`config.mk`:
```
export PLATFORM = sky130hd
export DESIGN_NAME = retro_memory_arbiter
export DESIGN_NICKNAME = d
export VERILOG_FILES = /design/src/rtl/retro_memory_arbiter.sv
export SDC_FILE = /design/constraint.sdc
export NUM_CORES = 1
export LEC_CHECK = 0
export CAP_MARGIN = 20
export CELL_PAD_IN_SITES_DETAIL_PLACEMENT = 1
export CELL_PAD_IN_SITES_GLOBAL_PLACEMENT = 2
export CORE_MARGIN = 4
export CORE_UTILIZATION = 17
export DETAILED_ROUTE_END_ITERATION = 7
export PLACE_DENSITY_LB_ADDON = 0.1
export SLEW_MARGIN = 20
export SYNTH_ARGS = -nofsm -noshare
export SYNTH_HDL_FRONTEND = slang
export SYNTH_SLANG_ARGS = --single-unit
export TNS_END_PERCENT = 5
```
`constraint.sdc`:
```
create_clock -name Clk -period 5.1 [get_ports Clk]
set_input_delay 0.51 -clock Clk [delete_from_list [all_inputs] [get_ports Clk]]
set_output_delay 0.51 -clock Clk [all_outputs]
set_load 0.03 [all_outputs]
```
`src/rtl/retro_memory_arbiter.sv`:
```
// Round-robin arbiter sharing one memory port among several initiators.
// A tag FIFO records who issued each read, so in-order read data can be returned to the right initiator.
module retro_memory_arbiter #(
    parameter int NumInitiators   = 4,
    parameter int AddressBusWidth = 16,
    parameter int DataBusWidth    = 1,
    parameter int MaxOutstanding  = 4
) (
    input  logic                                   Clk,
    input  logic                                   ResetN,
    input  logic [NumInitiators*AddressBusWidth-1:0] ReqAddress,
    input  logic [NumInitiators*8*DataBusWidth-1:0]  ReqDout,
    input  logic [NumInitiators*8*DataBusWidth-1:0]  ReqAccess,
    input  logic [NumInitiators-1:0]                 ReqWrite,
    output logic [NumInitiators-1:0]                 ReqReady,
    output logic [NumInitiators-1:0]                 ReqDataReady,
    output logic [8*DataBusWidth-1:0]                ReqDin,
    output logic [AddressBusWidth-1:0]               MemAddress,
    output logic [8*DataBusWidth-1:0]                MemDout,
    output logic [8*DataBusWidth-1:0]                MemAccess,
    output logic                                     MemWrite,
    input  logic                                     MemReady,
    input  logic                                     MemDataReady,
    input  logic [8*DataBusWidth-1:0]                MemDin,
    output logic                                     Fault
);

    localparam int DataW = 8 * DataBusWidth;
    localparam int IdxW  = (NumInitiators > 1) ? $clog2(NumInitiators) : 1;
    localparam int PtrW  = $clog2(MaxOutstanding);
    localparam int CntW  = PtrW + 1;

    typedef logic [IdxW-1:0] idx_t;
    typedef logic [PtrW-1:0] ptr_t;
    typedef logic [CntW-1:0] cnt_t;

    idx_t prio_q, prio_d;
    ptr_t rd_ptr_q, rd_ptr_d, wr_ptr_q, wr_ptr_d;
    cnt_t count_q, count_d;
    logic fault_q, fault_d;
    idx_t tag_q [MaxOutstanding];
    idx_t tag_d [MaxOutstanding];

    logic [NumInitiators-1:0] requesting, eligible;
    logic fifo_empty, fifo_full, pop_fifo;
    logic win_valid, win_write, accept, bypass, push, spurious;
    idx_t winner;

    // NOTE: every signal written here gets a default before any branch, so no latch can be inferred.
    always_comb begin
        int   scan_idx;
        idx_t scan_i;
        fifo_empty = (count_q == '0);
        fifo_full  = (count_q == cnt_t'(MaxOutstanding));
        // Read data leaving the FIFO frees a slot this very cycle, so a full FIFO can still take a read.
        pop_fifo   = MemDataReady && !fifo_empty;
        for (int i = 0; i < NumInitiators; i++) begin
            requesting[i] = |ReqAccess[i*DataW +: DataW];
            eligible[i]   = requesting[i] && (ReqWrite[i] || !fifo_full || pop_fifo);
        end

        win_valid = 1'b0;
        winner    = '0;
        scan_idx  = 0;
        scan_i    = '0;
        for (int k = 0; k < NumInitiators; k++) begin
            scan_idx = int'(prio_q) + k;
            if (scan_idx >= NumInitiators) scan_idx = scan_idx - NumInitiators;
            scan_i = idx_t'(scan_idx);
            if (!win_valid && eligible[scan_i]) begin
                win_valid = 1'b1;
                winner    = scan_i;
            end
        end

        accept    = win_valid && MemReady;
        win_write = ReqWrite[winner];
        // A read accepted into an empty FIFO while data is returning goes straight back to its issuer.
        bypass    = accept && !win_write && MemDataReady && fifo_empty;
        push      = accept && !win_write && !bypass;
        spurious  = MemDataReady && fifo_empty && !bypass;
    end

    always_comb begin
        prio_d = prio_q;
        if (accept) prio_d = (winner == idx_t'(NumInitiators - 1)) ? '0 : winner + 1'b1;

        tag_d = tag_q;
        if (push) tag_d[wr_ptr_q] = winner;

        wr_ptr_d = wr_ptr_q + ptr_t'(push);
        rd_ptr_d = rd_ptr_q + ptr_t'(pop_fifo);
        count_d  = count_q + cnt_t'(push) - cnt_t'(pop_fifo);
        fault_d  = fault_q | spurious;
    end

    // NOTE: state registers use non-blocking assignments so every flop samples pre-edge values.
    always_ff @(posedge Clk or negedge ResetN) begin
        if (!ResetN) begin
            prio_q   <= '0;
            rd_ptr_q <= '0;
            wr_ptr_q <= '0;
            count_q  <= '0;
            fault_q  <= 1'b0;
        end else begin
            prio_q   <= prio_d;
            rd_ptr_q <= rd_ptr_d;
            wr_ptr_q <= wr_ptr_d;
            count_q  <= count_d;
            fault_q  <= fault_d;
        end
    end

    // NOTE: tag storage has no reset; entries are only read after being written, gated by count_q.
    always_ff @(posedge Clk) begin
        tag_q <= tag_d;
    end

    always_comb begin
        MemAddress   = '0;
        MemDout      = '0;
        MemAccess    = '0;
        MemWrite     = 1'b0;
        ReqReady     = '0;
        ReqDataReady = '0;
        ReqDin       = '0;
        if (ResetN) begin
            if (win_valid) begin
                MemAddress = ReqAddress[winner*AddressBusWidth +: AddressBusWidth];
                MemDout    = ReqDout[winner*DataW +: DataW];
                MemAccess  = ReqAccess[winner*DataW +: DataW];
                MemWrite   = win_write;
            end
            if (accept) ReqReady[winner] = 1'b1;
            if (pop_fifo)    ReqDataReady[tag_q[rd_ptr_q]] = 1'b1;
            else if (bypass) ReqDataReady[winner] = 1'b1;
            ReqDin = MemDin;
        end
    end

    assign Fault = fault_q;

endmodule

```
==> flow_summary.yaml <==
power_and_ir_drop:
  power-per-cell-area_nw_per_um2: 405
  power.leakage_nw: 1.64
  ir_drop_mv: 0.208
worst_hold_path:
  min_path_type: "reg -> reg"
die:
  die_width_microns: 124
  die_y_microns: 124
  rows: 41
  coreArea_sq_um: 12900
  dieArea_sq_um: 15300
  pin_count: 194
  start_util_pct: 17.7
synth:
  synthTopCellsByArea: "mux4_2 (28%), and2_1 (12%), dfrtp_1 (11%)"
  synth_edf_count: 8
  ys_ff_latch: 18
  netlist_area_sq_um: 2270
  synth_top_area_share_pct: 27.7
  synth.distinct_cells: 40
  syn_inst: 194
  yosys.area.top_type: "mux4_2"
  synth_warnings: 0
  syn_area_per_cell_sq_um: 11.7
  syn_nets: 347
  yosysSeqAreaShare_pct: 21.6
  ys.flop_type: "dfrtp_1"
  async_flop_share_pct: 55.6
worst_setup_path:
  cp.buffers_inverters: 4
  setup.worst_path.start_class: "input port"
  cp_cell_sequence: "clkdlybuf4s50_1 -> or4b_1 -> a2bb2oi_1 -> a222oi_1 -> nand3_2 -> inv_2 -> buf_12 -> mux4_2 -> and2_1 -> clkdlybuf4s50_1"
  reg2reg_from: "count_q[1]"
  endpoint_kind: "primary output"
  critPathKind: "in -> out"
  r2r_slack_ps: 850
  endpoint: "MemAddress[15]"
  crit-reg2reg-capture: "count_q[2]"
  cp_slowest_stage_delay_ps: 610
  slowest_stage: "or4b_1"
  cp_common_cell: "clkdlybuf4s50_1"
  cpLargestDelayFamily: "buffers and inverters"
  worst-path-stages: 10
  crit_arrival_ps: 4230
  worstPathMaxFanout: 34
  required_ps: 4590
  r2r_cells: 14
  crit_start: "MemDataReady"
global_routing:
  grt-ovfl-total: 0
  grt_pass1_vias: 2775
  grt_usage_pct: 14.8
  grt_pass1_wl_microns: 17100
  antenna_found_initial: 1
  grt_start_max_net_pins: 35
layout:
  fill_cells: 1448
  synthToLayoutAreaGrowth_pct: 97.1
  multi_input_area_sq_um: 1660
  finalNetCount: 537
  layout-drive-gt1-share_pct: 11.5
  regArea_sq_um: 490
cts:
  ctsResizeCount: 0
  cts_tree: "built"
  cts_root_buf: "clkbuf_16"
  cts_max_path_buffers: 2
  clkLatencyLatePin_ps: 250
  cts_sinks: 18
  postCtsHoldBufs: 0
  postCtsSetupRepairBufs: 0
  clkTransAtPathRegs_ps: 50
  cts_inserted_buffers: 3
  htreeDepth: 1
detailed_routing:
  drt_iter0_drc: 84
  ant_nets: 0
  vias: 2480
  avgViaCountPerCell: 4.46
  avgRoutedWirePerCell_microns: 21.1
  wirelength_microns: 11700
  drt_pass1_iterations: 4
  drc: 0
sta:
  setup_ws_ps: 360
  slew_viol_final: 0
  rsz0062_at_grt: "no"
  max_slew_margin_pct: 39.7
  fmax_ghz: 0.211
  period_minus_slack_ps: 4740
  finClkSkew_ps: 2.84
  tns_ps: 0
  min_period_over_period_pct: 92.9
  worst-slew-pin-transition_ps: 905
  setup_viol: 0
  finalHoldViolCount: 0
run:
  cap_viol_max_count: 0
placement:
  port_buffers: 193
  post-dp-hpwl_microns: 9900
  place_ws_ps: 289
  gp_congestion: 0.789
status:
  outcome: "finished clean"
-- registers in the layout, indices dropped and copies added (netlist names) --
register,cells
tag_q,8
count_q,3
prio_q,2
rd_ptr_q,2
wr_ptr_q,2
Fault,1
-- final cells by class --
cell class                 count  area share, %
timing repair buffer         200           44.8
multi-input combinational    153           37.0
sequential                    18           10.9
tap                          172           4.80
clock buffer                   3           1.67
inverter                       8          0.670
clock inverter                 1         0.0837
antenna                        1         0.0558
-- placed cells by master, fill, tap and decap left out, types with 3 or more instances in the layout --
cell type / instances
buf_4: 5
clkdlybuf4s50_1: 193
clkbuf_16: 3
or4_1: 5
nor4_1: 7
inv_1: 7
and2_1: 44
mux4_2: 28
edfxtp_1: 8
mux4_1: 6
and3_1: 5
ha_1: 8
nand2_1: 6
nor2_1: 6
a32o_1: 4
mux2i_1: 4
dfrtp_1: 10
-- cell usage after synthesis, types with 4 or more instances --
cell,count
clkbuf_1,7
mux4_2,28
and3_1,5
mux4_1,6
or4_1,5
edfxtp_1,8
buf_4,4
nand2_1,6
nor2_1,6
a32o_1,4
inv_1,7
dfrtp_1,10
and2_1,44
nor4_1,7
mux2i_1,4
ha_1,8
-- logic make-up (layout without fill, tap and decap cells) --
group | Yosys count | count (layout) | synth area share [%]
and+or+nand+nor | 85 | 85 | 22.6
muxes | 40 | 40 | 37.4
buffers and inverters | 23 | 212 | 5.61
DFF | 18 | 18 | 21.6
AOI/OAI and AO/OA | 15 | 15 | 6.00
adders and majority gates | 9 | 9 | 5.28
xor gates and xnor gates | 4 | 4 | 1.54
other | 0 | 1 | 0
-- routing by layer --
| metal | routed length [microns] | global-route usage, % | vias to the layer above | part of all wire (%) |
|---|---|---|---|---|
| met2 | 5590 | 26.1 | 116 | 48 |
| li1 | - | - | 1153 | - |
| met4 | 176 | 2.63 | 0 | 1.5 |
| met1 | 4490 | 17.4 | 1203 | 38 |
| met3 | 1470 | 5.36 | 8 | 13 |
| met5 | 0 | 0 | - | 0 |
-- worst min-delay path by stage --
| stage | startpoint | to | cells past startpoint |
|---|---|---|---|
| after floorplan | ResetN | Fault | 0 |
| final | count_q[2] | count_q[2] | 1 |
| after global routing | rd_ptr_q[1] | rd_ptr_q[1] | 1 |
| after detailed placement | count_q[2] | count_q[2] | 1 |
| after CTS | count_q[2] | count_q[2] | 1 |
| after global placement | count_q[2] | count_q[2] | 1 |
-- worst reg2reg max path: stages, from the launching register on --
cell,delay [ps]
dfrtp_1,430
or4b_1,650
a2bb2oi_1,200
a222oi_1,410
nand3_2,300
mux2i_1,340
mux2i_1,250
or3_1,400
ha_1,270
inv_1,60
ha_1,130
inv_1,40
fa_1,370
xnor2_1,180
xnor2_1,130
-- where the power goes --
group | switching, mW | internal, mW | leakage (nW)
Clock | 0.0529 | 0.104 | 0.0385
Sequential | 0.0504 | 0.218 | 0.190
Combinational | 0.656 | 0.733 | 1.41
Total | 0.759 | 1.06 | 1.64
-- through the flow --
stage	util (%)	power, mW	hold slack [ps]	area, sq um	cells
floorplan	-	1.20	214	2270	194
global placement	34.2	1.67	486	4400	551
detailed placement	34.2	1.69	489	4400	551
CTS	34.8	1.85	495	4480	555
global route	34.8	1.95	541	4480	556
finish	34.8	1.81	492	4480	556
No activity file was read; power rests on OpenSTA's default activity.
